--- config.mk ---
export PLATFORM = sky130hd
export DESIGN_NAME = program_loader
export DESIGN_NICKNAME = d
export VERILOG_FILES = /design/src/rtl/program_loader.sv
export SDC_FILE = /design/constraint.sdc
export NUM_CORES = 1
export LEC_CHECK = 0
export CORE_UTILIZATION = 44
export CTS_CLUSTER_DIAMETER = 100
export DETAILED_ROUTE_END_ITERATION = 7
export MAX_ROUTING_LAYER = met4
export PLACE_DENSITY = 0.94
export SLEW_MARGIN = 25
export SYNTH_ARGS = -nofsm -noshare
export SYNTH_HDL_FRONTEND = slang
export SYNTH_SLANG_ARGS = --single-unit
--- constraint.sdc ---
create_clock -name clk -period 4.9 [get_ports clk]
set_input_delay 0.49 -clock clk [delete_from_list [all_inputs] [get_ports clk]]
set_output_delay 0.49 -clock clk [all_outputs]
set_load 0.02 [all_outputs]
--- src/rtl/program_loader.sv ---
// Packs decoded instruction fields into 16-bit words and writes them to consecutive program-memory addresses.
// Latency: 1 cycle from handshake to mem_we. Throughput: 1 word per 2 cycles. in_ready is low except in ACCEPT.
module program_loader #(
    parameter int DEPTH = 8,
    parameter int AW    = 3
) (
    input  logic          clk,
    input  logic          rst,
    input  logic          load_start,
    input  logic          in_valid,
    output logic          in_ready,
    input  logic          in_last,
    input  logic [1:0]    cond,
    input  logic [3:0]    op,
    input  logic [2:0]    destreg_sel,
    input  logic [2:0]    srcreg1_sel,
    input  logic [2:0]    srcreg2_sel,
    input  logic [3:0]    shift,
    output logic          mem_we,
    output logic [AW-1:0] mem_addr,
    output logic [15:0]   mem_wdata,
    output logic          load_done,
    output logic [AW:0]   word_count,
    output logic          enc_err
);

    localparam logic [1:0] S_IDLE   = 2'd0;
    localparam logic [1:0] S_ACCEPT = 2'd1;
    localparam logic [1:0] S_WRITE  = 2'd2;
    localparam logic [1:0] S_DONE   = 2'd3;

    localparam logic [AW-1:0] PTR_MAX = AW'(DEPTH - 1);

    logic [1:0]    state_q, state_d;
    logic [AW-1:0] ptr_q, ptr_d;
    logic [AW:0]   cnt_q, cnt_d;
    logic          err_q, err_d;
    logic          last_q, last_d;
    logic [15:0]   word_q, word_d;

    logic          shift_form;
    logic [3:0]    operand;
    logic [15:0]   enc_word;
    logic          hs;

    assign shift_form = (op[3:2] == 2'b11);
    assign operand    = shift_form ? shift : {1'b0, srcreg2_sel};
    assign enc_word   = {cond, op, destreg_sel, srcreg1_sel, operand};

    // Gating with rst keeps a write from landing on the same edge that resets the FSM.
    assign in_ready   = (state_q == S_ACCEPT) && rst;
    assign mem_we     = (state_q == S_WRITE) && rst;
    assign hs         = in_valid && in_ready;

    assign mem_addr   = ptr_q;
    assign mem_wdata  = word_q;
    assign load_done  = (state_q == S_DONE);
    assign word_count = cnt_q;
    assign enc_err    = err_q;

    always_comb begin
        state_d = state_q;
        ptr_d   = ptr_q;
        cnt_d   = cnt_q;
        err_d   = err_q;
        last_d  = last_q;
        word_d  = word_q;
        case (state_q)
            S_IDLE, S_DONE: begin
                if (load_start) begin
                    state_d = S_ACCEPT;
                    ptr_d   = '0;
                    cnt_d   = '0;
                    err_d   = 1'b0;
                end
            end
            S_ACCEPT: begin
                if (hs) begin
                    word_d  = enc_word;
                    last_d  = in_last || (ptr_q == PTR_MAX);
                    state_d = S_WRITE;
                    if (!shift_form && (shift != 4'd0)) begin
                        err_d = 1'b1;
                    end
                end
            end
            S_WRITE: begin
                cnt_d = cnt_q + 1'b1;
                // Pointer saturates at the top address instead of wrapping.
                if (ptr_q != PTR_MAX) begin
                    ptr_d = ptr_q + 1'b1;
                end
                state_d = last_q ? S_DONE : S_ACCEPT;
            end
            default: state_d = S_IDLE;
        endcase
    end

    always_ff @(posedge clk) begin
        if (!rst) begin
            state_q <= S_IDLE;
            ptr_q   <= '0;
            cnt_q   <= '0;
            err_q   <= 1'b0;
            last_q  <= 1'b0;
            word_q  <= '0;
        end else begin
            state_q <= state_d;
            ptr_q   <= ptr_d;
            cnt_q   <= cnt_d;
            err_q   <= err_d;
            last_q  <= last_d;
            word_q  <= word_d;
        end
    end

endmodule

==> impl_metrics.env, run 1 <==
export IMPL_status="finished, final reports clean"
export IMPL_start_kind="input port"
export IMPL_maxCapViolations=0
export IMPL_dr_pass1_iters=4
export IMPL_hold_viol=0
export IMPL_yosysMostFrequentCell="nand2_1"
export IMPL_vdd_ir_drop_max_uv=228
export IMPL_antenna_found_initial=0
export IMPL_cts_made_buffers=3
export IMPL_cts_setup_buffers=0
export IMPL_initial_utilization=0.474
export IMPL_period_share=0.605
export IMPL_regToRegSetupSlack_ns=3.13
export IMPL_critPathSlowestCell="clkdlybuf4s50_1"
export IMPL_placed_area_mm2=0.00169
export IMPL_slew_viol_final=0
export IMPL_synth_largest_area_cell="dfxtp_1"
export IMPL_synth_edf_count=0
export IMPL_synth_warnings=0
export IMPL_synth_top_area_share=0.456
export IMPL_grt_pass1_vias=1033
export IMPL_cp_top_family="buffers and inverters"
export IMPL_tns_ns=0
export IMPL_hold_buffers=0
export IMPL_maxSlewHeadroom=0.398
export IMPL_whs_path_depth=2
export IMPL_design_area_mm2=0.00172
export IMPL_crit_fanout=28
export IMPL_hold_path_class="flip-flop to flip-flop"
export IMPL_rows=18
export IMPL_htreeDepth=1
export IMPL_power_density_mw_per_mm2=252
export IMPL_nets=219
export IMPL_synthArstFlopShare=0
export IMPL_io_buffers=50
export IMPL_min_from="mem_wdata[15]$_SDFFE_PN0P_"
export IMPL_drcViolationCount=0
export IMPL_wirelength_mm=2.82
export IMPL_cts_max_path_buffers=2
export IMPL_die_width_um=53.9
export IMPL_timing_rr_start="state_q[0]$_SDFFE_PN0P_"
export IMPL_leakage_nw=0.724
export IMPL_worstSkewPairLatency_ns=0.33
export IMPL_end_kind="output port"
export IMPL_grt_max_degree=29
export IMPL_synth_cell_types=28
export IMPL_drive_gt1_frac=0.0319
export IMPL_coreArea_mm2=0.00250
export IMPL_vias=1166
export IMPL_cts_tree="done"
export IMPL_netlist_top_cells_area="dfxtp_1 46%, nand3_1 9.7%, nand2_1 9.5%"
export IMPL_clk_pin_slew_ns=0.15
export IMPL_viasPerCell=5.35
export IMPL_drt_first_iter_violations=26
export IMPL_min_period_ns=2.97
export IMPL_cp_cell_sequence="clkdlybuf4s50_1 -> nand2_1 -> inv_1 -> clkdlybuf4s50_1"
export IMPL_r2r_cells=5
export IMPL_tightest_slew_ns=0.899
export IMPL_rr_endpoint="mem_addr[1]$_SDFFE_PN0P_"
export IMPL_critical_path_class="input port to output port"
export IMPL_avgSynthCellArea_um2=8.40
export IMPL_arrival_ns=2.48
export IMPL_finalSetupViolCount=0
export IMPL_synth_seq_area_share=0.456
export IMPL_ctsResizeCount=0
export IMPL_grt_pass1_wl_mm=4.31
export IMPL_yosys_register_bits=27
export IMPL_fmax_mhz=337
export IMPL_syn_area_mm2=0.00118
export IMPL_dieArea_mm2=0.00290
export IMPL_skew_ns=0.00356
export IMPL_syn_inst=141
export IMPL_diodes=0
export IMPL_synth_main_ff_cell="dfxtp_1"
export IMPL_synth_nets=171
export IMPL_grt_usage=0.215
export IMPL_cts_sink_count=27
export IMPL_gp_congestion=0.728
export IMPL_hold_path_end="mem_wdata[15]$_SDFFE_PN0P_"
export IMPL_dp_hpwl_mm=2.14
export IMPL_avgRoutedWirePerCell_um=12.9
export IMPL_syn2layout_area_growth_pct=45.5
export IMPL_cp_num_buf_inv=3
export IMPL_ios=51
export IMPL_cts_root_buf="clkbuf_4"
export IMPL_cp_common_cell="clkdlybuf4s50_1"
export IMPL_grt_overflow=0
export IMPL_die_h_um=53.9
export IMPL_synth_common_cells="30 x nand2_1, 27 x dfxtp_1, 23 x nand3_1"
export IMPL_required_ns=4.41
export IMPL_ant_nets=0
export IMPL_cp_slowest_stage_delay_ns=1.06
export IMPL_rsz0062_at_grt="no"
==> registers in the layout, indices dropped and copies added (netlist names) <==
signal / cells
enc_err: 1
last_q: 1
mem_addr: 3
mem_wdata: 16
state_q: 2
word_count: 4
==> how the worst max path moves through the flow <==
stage / start / to / slack (ns) / cells past startpoint
final: rst / mem_we / 1.93 / 4
after global routing: rst / mem_we / 1.77 / 4
after CTS: rst / mem_we / 1.95 / 4
after detailed placement: rst / mem_we / 1.95 / 4
after global placement: rst / mem_we / 1.97 / 4
after floorplan: rst / in_ready / 3.22 / 3
==> layout make-up <==
cell class | instances | area [µm²]
inverters | 5 | 18.8
fillers | 206 | 776
well taps | 30 | 37.5
repair buffers | 50 | 500
multi-input cells | 102 | 597
clock inverters | 1 | 7.51
flip-flops and latches | 27 | 541
clock buffers | 3 | 22.5
==> per-layer routing <==
layer | track usage | wire (µm) | part of all wire | vias to the layer above
met4 | 0.0877 | 40 | 0.014 | 0
li1 | - | - | - | 585
met1 | 0.243 | 1200 | 0.43 | 540
met2 | 0.372 | 1460 | 0.52 | 37
met5 | - | 0 | 0 | -
met3 | 0.0367 | 115 | 0.041 | 4
==> through the flow <==
step / cells / setup WS [ns] / hold slack (ns) / util / total power [mW]
after floorplan: 141 / 3.22 / 0.471 / - / 0.292
after global placement: 214 / 1.97 / 0.440 / 0.678 / 0.337
after detailed placement: 214 / 1.95 / 0.448 / 0.678 / 0.340
after CTS: 218 / 1.95 / 0.469 / 0.690 / 0.437
after global routing: 218 / 1.77 / 0.489 / 0.690 / 0.456
final: 218 / 1.93 / 0.467 / 0.690 / 0.435
==> power breakdown <==
group	switching, mW	total (mW)	internal [mW]
registers	0.00698	0.238	0.231
logic	0.0494	0.0987	0.0493
clock network	0.0675	0.0988	0.0313
==> worst register-to-register path, stage by stage (launching register included) <==
cell and delay, ns:
dfxtp_1 0.39, inv_1 0.07, ha_1 0.40, mux2i_1 0.54, a21o_1 0.16, a32o_1 0.16
==> placed cells by master (no fill, tap or decap), types with 3 or more instances in the layout <==
| master | n |
|---|---|
| clkdlybuf4s50_1 | 50 |
| nand2_1 | 30 |
| dfxtp_1 | 27 |
| nand3_1 | 23 |
| o21ai_0 | 6 |
| ha_1 | 6 |
| inv_1 | 5 |
| a21oi_1 | 5 |
| mux2i_1 | 4 |
| nor2_1 | 4 |
| nor3_1 | 3 |
| a31oi_1 | 3 |
| clkbuf_4 | 3 |
==> cell families after synthesis <==
family,share of synthesized area
adders and majority gates,0.0634
DFF,0.456
AOI/OAI and AO/OA,0.113
muxes,0.0338
buffers and inverters,0.0401
and+or+nand+nor,0.294
No activity file was read; power rests on OpenSTA's default activity.
==> run 2: changes to the inputs <==
--- a/config.mk
+++ b/config.mk
@@ -5,11 +5,11 @@
 export SDC_FILE = /design/constraint.sdc
 export NUM_CORES = 1
 export LEC_CHECK = 0
-export CORE_UTILIZATION = 44
+export CORE_UTILIZATION = 41
 export CTS_CLUSTER_DIAMETER = 100
 export DETAILED_ROUTE_END_ITERATION = 7
 export MAX_ROUTING_LAYER = met4
-export PLACE_DENSITY = 0.94
+export PLACE_DENSITY = 0.89
 export SLEW_MARGIN = 25
 export SYNTH_ARGS = -nofsm -noshare
 export SYNTH_HDL_FRONTEND = slang
==> constraint.sdc (replaced) <==
create_clock -name clk -period 2.9 [get_ports clk]
set_input_delay 0.29 -clock clk [delete_from_list [all_inputs] [get_ports clk]]
set_output_delay 0.29 -clock clk [all_outputs]
set_load 0.02 [all_outputs]
==> run 2 against run 1 <==
- register-to-register slack got worse by 2.0 ns
- cell count rose by 0.92%
- sequential share of layout area fell by 0.091 points
- critical path type is now flip-flop to output port
==> impl_metrics.env, run 2 (synthesis gave the netlist of run 1 again) <==
export IMPL_initial_utilization=0.430
export IMPL_cts_root_buf="clkbuf_4"
export IMPL_vias=1227
export IMPL_power_density_mw_per_mm2=425
export IMPL_grt_overflow=0
export IMPL_syn2layout_area_growth_pct=45.9
export IMPL_rows=19
export IMPL_htreeDepth=1
export IMPL_cts_sink_count=27
export IMPL_finalSetupViolCount=0
export IMPL_start_kind="flip-flop"
export IMPL_period_share=0.782
export IMPL_crit_fanout=8
export IMPL_nets=220
export IMPL_cts_setup_buffers=0
export IMPL_grt_pass1_wl_mm=5.07
export IMPL_die_width_um=55.8
export IMPL_worstSkewPairLatency_ns=0.32
export IMPL_viasPerCell=5.58
export IMPL_grt_pass1_vias=1140
export IMPL_ant_nets=0
export IMPL_hold_viol=0
export IMPL_final_common_cell="clkdlybuf4s50_1"
export IMPL_rsz0062_at_grt="no"
export IMPL_hold_buffers=0
export IMPL_maxSlewHeadroom=0.519
export IMPL_cts_tree="done"
export IMPL_drt_first_iter_violations=48
export IMPL_status="finished, final reports clean"
export IMPL_grt_max_degree=22
export IMPL_dieArea_mm2=0.00311
export IMPL_placedCellCount=216
export IMPL_cts_made_buffers=3
export IMPL_critical_path_class="flip-flop to output port"
export IMPL_final_cell_mix="50 x clkdlybuf4s50_1, 30 x nand2_1, 27 x dfxtp_1"
export IMPL_ios=51
export IMPL_avgRoutedWirePerCell_um=13.8
export IMPL_required_ns=2.61
export IMPL_p_total_uw=734
export IMPL_hold_path_class="flip-flop to flip-flop"
export IMPL_dr_pass1_iters=4
export IMPL_die_h_um=55.8
export IMPL_tns_ns=0
export IMPL_stdcell_count=220
export IMPL_drive_gt1_frac=0.0317
export IMPL_slew_viol_final=0
export IMPL_arrival_ns=1.98
export IMPL_largest_reg_flops=16
export IMPL_ctsResizeCount=0
export IMPL_vdd_ir_drop_max_uv=269
export IMPL_fmax_mhz=441
export IMPL_cts_max_path_buffers=2
export IMPL_gp_congestion=0.802
export IMPL_io_buffers=50
export IMPL_fin_util=0.627
export IMPL_clk_pin_slew_ns=0.14
export IMPL_skew_ns=0.00240
export IMPL_min_period_ns=2.27
export IMPL_whs_ns=0.469
export IMPL_diodes=0
export IMPL_antenna_found_initial=0
export IMPL_maxCapViolations=0
export IMPL_coreArea_mm2=0.00276
export IMPL_wirelength_mm=3.03
export IMPL_leakage_nw=0.730
export IMPL_end_kind="output port"
export IMPL_grt_usage=0.209
export IMPL_tightest_slew_ns=0.719
export IMPL_drcViolationCount=0
export IMPL_dp_hpwl_mm=2.29
==> run 2: cell types whose count changed in the layout (fill, tap and decap cells not counted), sizes merged <==
cell      change
clkinvlp      -1
clkbuf        +1
buf           +1
==> run 2: layout make-up <==
cell class,count,area (µm²)
clock buffer,4,26.3
sequential,27,541
multi-input combinational,102,597
timing repair buffer,51,508
fill,234,1030
inverter,5,18.8
tap,31,38.8
==> run 2: per-layer routing <==
metal  GRT usage  wire length, µm  up-vias  part of all wire
met5           -                0        -                 0
met4      0.0643               76        0             0.025
met3      0.0372              202       12             0.067
met2       0.363             1510       62              0.50
met1       0.246             1240      564              0.41
li1            -                -      589                 -
==> run 2: report_power, final <==
group / internal [mW] / switching, mW
Sequential: 0.390 / 0.0126
Combinational: 0.0843 / 0.0846
Clock: 0.0539 / 0.109
==> run 2: critical path: stages, from the launching register on <==
cell and delay (ns):
dfxtp_1 0.43, ha_1 0.34, nand2_1 0.19, inv_1 0.10, clkdlybuf4s50_1 0.60
==> run 2: worst paths after layout <==
path	startpoint	end	slack (ns)	cells after the start
worst min register to register	mem_wdata[5]$_SDFFE_PN0P_	mem_wdata[5]$_SDFFE_PN0P_	0.47	2
worst max register to register	state_q[1]$_SDFFE_PN0P_	last_q$_SDFFE_PN0P_	1.09	5
worst min-delay path	mem_wdata[5]$_SDFFE_PN0P_	mem_wdata[5]$_SDFFE_PN0P_	0.47	2
worst max-delay path	state_q[1]$_SDFFE_PN0P_	mem_we	0.63	4
==> run 2: metrics by stage <==
| stage | setup WS [ns] | instance area (µm²) |
|---|---|---|
| after CTS | 0.664 | 1730 |
| after global placement | 0.679 | 1700 |
| after floorplan | 1.30 | 1180 |
| after detailed placement | 0.509 | 1700 |
| after global routing | 0.571 | 1730 |
| final | 0.631 | 1730 |
==> run 3: changes to the inputs <==
==> constraint.sdc (replaced) <==
create_clock -name clk -period 2.1 [get_ports clk]
set_input_delay 0.21 -clock clk [delete_from_list [all_inputs] [get_ports clk]]
set_output_delay 0.21 -clock clk [all_outputs]
set_load 0.02 [all_outputs]
==> run 3 against run 2 <==
- final area rose by 2.6%
- first-iteration DRC count shrank 27%
- core utilization grew 1.6 points
- die area unchanged
- critical path depth did not move
- sequential cell count is the same
- combinational power is 45% higher
- total power up 39%
- critical path type unchanged
- largest cell class unchanged
==> impl_metrics.env, run 3 (synthesis gave the netlist of run 1 again) <==
export IMPL_cts_max_path_buffers=2
export IMPL_hold_buffers=0
export IMPL_largest_reg_flops=16
export IMPL_min_from="op[0]"
export IMPL_dr_pass1_iters=6
export IMPL_drcViolationCount=0
export IMPL_nFillCells=224
export IMPL_status="finished, final reports clean"
export IMPL_worstSkewPairLatency_ns=0.32
export IMPL_leakage_nw=0.765
export IMPL_end_kind="output port"
export IMPL_tns_ns=0
export IMPL_maxCapViolations=0
export IMPL_whs_path_depth=3
export IMPL_avgRoutedWirePerCell_um=12.9
export IMPL_ant_nets=0
export IMPL_cts_tree="done"
export IMPL_arrival_ns=1.77
export IMPL_htreeDepth=1
export IMPL_viasPerCell=5.37
export IMPL_finalSetupViolCount=0
export IMPL_hold_viol=0
export IMPL_maxSlewHeadroom=0.654
export IMPL_ios=51
export IMPL_syn2layout_area_growth_pct=49.7
export IMPL_die_h_um=55.8
export IMPL_rows=19
export IMPL_period_share=0.942
export IMPL_r2r_cells=5
export IMPL_tightest_slew_ns=0.505
export IMPL_placed_area_mm2=0.00173
export IMPL_cts_root_buf="clkbuf_4"
export IMPL_diodes=0
export IMPL_nets=224
export IMPL_fmax_mhz=505
export IMPL_cts_made_buffers=3
export IMPL_drive_gt1_frac=0.0570
export IMPL_dp_hpwl_mm=2.25
export IMPL_grt_max_degree=21
export IMPL_gp_congestion=0.756
export IMPL_multi_input_area_um2=609
export IMPL_design_area_mm2=0.00177
export IMPL_cts_setup_buffers=0
export IMPL_wirelength_mm=2.90
export IMPL_vdd_ir_drop_max_uv=576
export IMPL_regToRegSetupSlack_ns=0.43
export IMPL_pre_cts_slack_ns=0.328
export IMPL_cts_sink_count=27
export IMPL_crit_fanout=8
export IMPL_ff_latch_area_um2=541
export IMPL_start_kind="flip-flop"
export IMPL_skew_ns=0.00415
export IMPL_slew_viol_final=0
export IMPL_io_buffers=50
export IMPL_hold_path_class="input port to flip-flop"
export IMPL_dieArea_mm2=0.00311
export IMPL_die_width_um=55.8
export IMPL_grt_usage=0.196
export IMPL_grt_overflow=0
export IMPL_vias=1203
export IMPL_final_common_cell="clkdlybuf4s50_1"
export IMPL_grt_pass1_wl_mm=4.82
export IMPL_antenna_found_initial=0
export IMPL_clk_pin_slew_ns=0.14
export IMPL_critical_path_class="flip-flop to output port"
export IMPL_hold_path_end="mem_wdata[10]$_SDFFE_PN0P_"
export IMPL_power_density_mw_per_mm2=577
export IMPL_final_cell_mix="49 x clkdlybuf4s50_1, 30 x nand2_1, 27 x dfxtp_1"
export IMPL_min_period_ns=1.98
export IMPL_timing_rr_start="state_q[0]$_SDFFE_PN0P_"
export IMPL_grt_pass1_vias=1161
export IMPL_rsz0062_at_grt="no"
export IMPL_required_ns=1.89
export IMPL_rr_endpoint="mem_addr[1]$_SDFFE_PN0P_"
export IMPL_coreArea_mm2=0.00276
export IMPL_initial_utilization=0.430
export IMPL_drt_first_iter_violations=35
export IMPL_timing_final_ws_setup_ns=0.121
==> run 3: changes by cell type in the layout (fill, tap and decap cells not counted), sizes merged <==
cell | before | now
clkdlybuf4s50 | 50 | 49
buf | 1 | 5
dlymetal6s2s | 0 | 1
==> run 3: what timing repair did <==
action | 4_1_cts | 5_1_grt
resized for setup | 1 | 2
endpoints found under the setup margin | 1 | 2
pin swaps | 0 | 0
==> run 3: worst max path at each step <==
| stage | startpoint | endpoint | slack, ns |
|---|---|---|---|
| after floorplan | state_q[0]$_SDFFE_PN0P_ | word_count[3]$_SDFFE_PN0P_ | 0.50 |
| after global placement | rst | mem_we | 0.32 |
| after detailed placement | rst | mem_we | 0.33 |
| after CTS | state_q[1]$_SDFFE_PN0P_ | mem_we | 0.05 |
| after global routing | state_q[1]$_SDFFE_PN0P_ | mem_we | 0.03 |
| final | state_q[1]$_SDFFE_PN0P_ | mem_we | 0.12 |
==> run 3: power by group <==
part	leakage (nW)	switching, mW	internal (mW)
Sequential	0.219	0.0165	0.538
Clock	0.0150	0.150	0.0744
Combinational	0.531	0.119	0.126
Total	0.765	0.285	0.739
==> run 3: layout make-up <==
cell class | instances | area share
Clock buffer | 4 | 0.0148
Inverter | 5 | 0.0106
Multi-Input combinational cell | 102 | 0.343
Sequential cell | 27 | 0.305
Tap cell | 31 | 0.0219
Timing Repair Buffer | 55 | 0.305
==> run 3: through the flow <==
step	hold slack (ns)	power [mW]	std cells	util
2_1_floorplan	0.309	0.682	141	-
3_3_place_gp	0.440	0.793	220	0.628
3_5_place_dp	0.449	0.802	220	0.628
4_1_cts	0.405	1.02	224	0.639
5_1_grt	0.404	1.07	224	0.643
6_report	0.409	1.02	224	0.643
==> run 3: worst max-delay path: stages, from the launching register on <==
cell and delay [ns]:
dfxtp_1 0.47, ha_4 0.22, nand2_1 0.10, inv_1 0.07
clkdlybuf4s50_1 0.60
==> run 3: per-layer routing <==
layer | global-route usage | vias to the layer above | routed length, µm
li1 | - | 597 | -
met1 | 0.236 | 570 | 1280
met2 | 0.336 | 32 | 1480
met3 | 0.0302 | 4 | 113
met4 | 0.0607 | 0 | 22
met5 | - | - | 0
==> patch 1 (flow settings as in run 2) <==
`DEPTH`: 8 -> 4.
--- a/src/rtl/program_loader.sv
+++ b/src/rtl/program_loader.sv
@@ -3,3 +3,3 @@
 module program_loader #(
-    parameter int DEPTH = 8,
+    parameter int DEPTH = 4,
     parameter int AW    = 3
Function: changed (Yosys sat finds a counterexample within 10 cycles, from zero or initial values and one cycle with rst low).
==> patch 1 against run 2 <==
The run now ends with design-rule violations left. Core utilization grew 0.54 points. Wire length shrank 6.3%. Non-clock buffer count grew 1. Sequential cell count is the same. Synthesized area grew 4.3%. Cell count grew 3.6%. First-iteration DRC count grew 8.3%. Clock skew grew 1.3 ps. Fmax shrank 0.84%. Total power shrank 0.58%. Count of clock-buffer cells in the layout shrank 1. Cell area grew 2.6%. Critical path type unchanged. Setup slack lost 19 ps.
==> patch 1: results (changes against run 2) <==
* Max reg flops at 16 (unchanged)
* Drt pass-1 iters at 6 (was 4)
* Hold Startpoint: mem_wdata[4]$_SDFFE_PN0P_ (was mem_wdata[5]$_SDFFE_PN0P_)
* Dpl hpwl at 2130 µm (was 2290 µm)
* H-Tree Depth at 1 (unchanged)
* Post-synthesis sequential area ratio at 43.7% (was 45.6%)
* Xor/xnor cell area share of the yosys netlist at 0% (unchanged)
* Number of remaining DRC errors at 8 (was 0)
* Final GP Congestion at 0.785 (was 0.802)
* Via Count at 1213 (was 1227)
* Sw Ratio at 28.0% (was 28.1%)
* Synth area leader: dfxtp_1 (unchanged)
* Initial antenna violation count at 0 (unchanged)
* Synth async-reset ratio at 0% (unchanged)
* Critical Path Sink: mem_we (unchanged)
* Synth cell count leaders: nand2_1, dfxtp_1, nand3_1 (unchanged)
* Gr usage total at 19.1% (was 20.9%)
* Max Clock Skew at 3.74 ps (was 2.40 ps)
* Worst min-delay path endpoint: mem_wdata[4]$_SDFFE_PN0P_ (was mem_wdata[5]$_SDFFE_PN0P_)
* R2R Path Start: state_q[0]$_SDFFE_PN0P_ (was state_q[1]$_SDFFE_PN0P_)
* Top cells by area, synth: dfxtp_1, nand3_1, nand2_1 (unchanged)
* Min-delay worst type: flip-flop to flip-flop (unchanged)
* CP max stage delay at 590 ps
* Avg WL per Cell at 12.4 µm (was 13.8 µm)
* Global-route wire length before repair at 4830 µm (was 5070 µm)
* Mux cell area share after synthesis at 4.05% (was 3.38%)
* Total Nets Final at 228 (was 220)
* Area share of fa/ha/maj cells after synthesis at 6.07% (was 6.34%)
* Compound-Gate Fraction of Synth Area at 11.0% (was 11.3%)
* Peak supply drop at 291 µV (was 269 µV)
* Yosys cell types at 31 (was 28)
* Worst r2r path cells at 5 (unchanged)
* Fillers at 242 (was 234)
* Slowest CP cell: clkdlybuf4s50_1 (unchanged)
* Iteration-0 DRC count of the detailed router at 52 (was 48)
* Reg2reg setup slack at 1160 ps (was 1090 ps)
* Clk root buf: clkbuf_4 (unchanged)
* Antenna diode count at 0 (unchanged)
* Max FO, Critical Path at 10 (was 8)
* RR Endpoint: word_count[3]$_SDFFE_PN0P_ (was last_q$_SDFFE_PN0P_)
* Static leakage at 0.000735 µW (was 0.000730 µW)
* Worst-path clk slew at 140 ps (about the same)
* Pin slew with the least headroom to its limit at 491 ps (was 719 ps)
* CP arrival at 2000 ps (was 1980 ps)
* Maximum clock insertion buffer count at 2 (unchanged)
* Buffers on Ports at 50 (unchanged)
* Layout cells sized above 1 at 4.06% (was 3.17%)
* Synth Net Count at 180 (was 171)
* Via count of the first global-routing pass at 1125 (was 1140)
* Status: finished, violations left (was finished, final reports clean)
* CTS Buf Count at 3 (unchanged)
* Top cell family by delay on the critical path: buffers and inverters (unchanged)
* Largest net degree at the start of global routing at 18 (was 22)
* Failing checks: design-rule violations
patch 1: routing by layer:
metal,GRT usage (%),vias to the layer above,share of wire [%]
li1,-,613,-
met1,24.6,553,46
met2,30.8,47,49
met3,4.84,0,5.4
met4,2.79,0,0
met5,-,-,0
patch 1: stage by stage:
stage / total power (µW) / hold slack, ps / setup slack, ps / cells / area [µm²]
2_1_floorplan: 500 / 389 / 1270 / 150 / 1240
3_3_place_gp: 575 / 444 / 753 / 224 / 1750
3_5_place_dp: 577 / 446 / 676 / 224 / 1750
4_1_cts: 732 / 466 / 616 / 228 / 1770
5_1_grt: 768 / 476 / 466 / 228 / 1770
6_report: 730 / 464 / 612 / 228 / 1770
patch 1: power by group through the flow:
| stage | sequential (µW) | clock (µW) | combinational (µW) |
|---|---|---|---|
| after global routing | 404 | 182 | 182 |
| after CTS | 401 | 163 | 168 |
| after detailed placement | 409 | 0 | 167 |
| after floorplan | 426 | 0 | 74.0 |
| final | 401 | 161 | 168 |
| after global placement | 409 | 0 | 166 |
patch 1: final cells by class:
| class | instances | area share (%) |
|---|---|---|
| Clock buffer | 3 | 1.27 |
| Clock inverter | 1 | 0.282 |
| Inverter | 6 | 1.27 |
| Multi-Input combinational cell | 108 | 35.5 |
| Sequential cell | 27 | 30.5 |
| Tap cell | 31 | 2.19 |
| Timing Repair Buffer | 52 | 29.1 |
patch 1: cells by family (layout without fill, tap and decap cells):
| group | Yosys count | count (layout) |
|---|---|---|
| muxes | 5 | 5 |
| AOI/OAI and AO/OA | 22 | 22 |
| DFF | 27 | 27 |
| and+or+nand+nor | 75 | 75 |
| buffers and inverters | 15 | 62 |
| adders and majority gates | 6 | 6 |
patch 1: worst min-delay path, cell delays in order (launching register included):
cell and delay (ps):
dfxtp_1 340, nand3_1 60, nand2_1 40
==> patch 2 (settings of run 2) <==
Made on the original files. Register the output `enc_err` once more, with the module's reset; this adds one clock of latency there. The other outputs are not delayed to match.
--- a/src/rtl/program_loader.sv
+++ b/src/rtl/program_loader.sv
@@ -58,3 +58,9 @@
     assign word_count = cnt_q;
-    assign enc_err    = err_q;
+    always_ff @(posedge clk) begin
+        if (!rst) begin
+            enc_err <= '0;
+        end else begin
+            enc_err <= err_q;
+        end
+    end
 
Formal check against the unedited RTL: not equivalent (a bounded check fails within 4 cycles, from zero or initial values and one cycle with rst low).
==> patch 2 against run 2 <==
Wire length fell by 0.69%. Count of clock-buffer cells in the layout down 1. Synthesized area increased by 1.9%. Highest routed layer unchanged. Total power increased by 14%. Cell area rose by 3.3%. Largest power group unchanged. Sequential cell count increased by 1. Setup slack gained 29 ps.
==> patch 2: results (changes against run 2) <==
* CP max stage delay at 800 ps (was 600 ps)
* Worst r2r path cells at 5 (unchanged)
* H-Tree Depth at 1 (unchanged)
* CP arrival at 1950 ps (was 1980 ps)
* Synth async-reset ratio at 0% (unchanged)
* Initial antenna violation count at 0 (unchanged)
* Peak supply drop at 358 µV (was 269 µV)
* Global-route wire length before repair at 4960 µm (was 5070 µm)
* Final GP Congestion at 0.850 (was 0.802)
* Synth cell count leaders: nand2_1, dfxtp_1, nand3_1 (unchanged)
* Iteration-0 DRC count of the detailed router at 39 (was 48)
* Sw Ratio at 25.3% (was 28.1%)
* R2R Path Start: state_q[0]$_SDFFE_PN0P_ (was state_q[1]$_SDFFE_PN0P_)
* Slew headroom at 65.0% (was 51.9%)
* Worst min-delay path endpoint: mem_wdata[6]$_SDFFE_PN0P_ (was mem_wdata[5]$_SDFFE_PN0P_)
* Reg2reg setup slack at 1180 ps (was 1090 ps)
* Post-route ant nets at 0 (unchanged)
* Via count of the first global-routing pass at 1145 (was 1140)
* Status: finished, final reports clean (unchanged)
* Synth Net Count at 173 (was 171)
* Place WS at 660 ps (was 509 ps)
* Buffers on Ports at 50 (unchanged)
* Worst hold stages at 2 (unchanged)
* Max FO, Critical Path at 15 (was 8)
* Via Count at 1193 (was 1227)
* Gr usage total at 20.3% (was 20.9%)
* Post-synthesis sequential area ratio at 46.4% (was 45.6%)
* Dpl hpwl at 2300 µm (was 2290 µm)
* RR Endpoint: word_count[3]$_SDFFE_PN0P_ (was last_q$_SDFFE_PN0P_)
* Largest net degree at the start of global routing at 21 (was 22)
* Max Clock Skew at 14.9 ps (was 2.40 ps)
* Avg WL per Cell at 13.5 µm (was 13.8 µm)
* Static leakage at 0.000757 µW (was 0.000730 µW)
* Total Nets Final at 223 (was 220)
* Top cells by area, synth: dfxtp_1, nand2_1, nand3_1 (was dfxtp_1, nand3_1, nand2_1)
* Hold Startpoint: mem_wdata[6]$_SDFFE_PN0P_ (was mem_wdata[5]$_SDFFE_PN0P_)
* Layout cells sized above 1 at 4.17% (was 3.17%)
-- patch 2: logic make-up (layout without fill, tap and decap cells) --
| family | count (synthesis) | after routing | share of synthesized area, % |
|---|---|---|---|
| AOI/OAI and AO/OA | 21 | 21 | 10.9 |
| muxes | 4 | 4 | 3.32 |
| adders and majority gates | 6 | 6 | 6.22 |
| DFF | 28 | 28 | 46.4 |
| and+or+nand+nor | 72 | 72 | 29.2 |
| buffers and inverters | 12 | 61 | 3.94 |
-- patch 2: power groups by stage --
stage          logic [µW]  registers (µW)  clock network [µW]
6_report              169             415                 256
5_1_grt               183             417                 276
4_1_cts               169             415                 259
3_5_place_dp          168             423                   0
3_3_place_gp          163             422                   0
2_1_floorplan        68.4             439                   0
-- patch 2: metrics by stage --
step	instance area, µm²	power [µW]	util, %	hold WS, ps	cells
detailed placement	1730	591	62.3	453	219
floorplan	1210	507	-	389	143
global placement	1730	586	62.3	441	219
finish	1790	840	64.2	469	223
global route	1790	876	64.2	477	223
CTS	1790	843	64.2	473	223
-- patch 2: final cells by class --
cell class	count	area, µm²
clock buffer	3	22.5
clock inverter	1	30.0
fill	227	996
inverter	5	18.8
multi-input combinational	103	599
sequential	28	561
tap	31	38.8
timing repair buffer	52	515
-- patch 2: worst max path at each step --
stage	from	to	slack, ps	cells past startpoint
floorplan	state_q[0]$_SDFFE_PN0P_	word_count[3]$_SDFFE_PN0P_	1300	5
CTS	rst	mem_we	670	4
global placement	rst	mem_we	690	4
global route	state_q[1]$_SDFFE_PN0P_	mem_we	560	4
detailed placement	rst	err_q$_SDFFE_PN0P_	660	5
finish	rst	mem_we	660	4
-- patch 2: layer usage --
layer  up-vias  GRT usage, %  wire [µm]
met5         -             -          0
li1        593             -          -
met4         0          3.14         13
met3         2          6.22        236
met2        51          35.2       1500
met1       547          23.5       1250
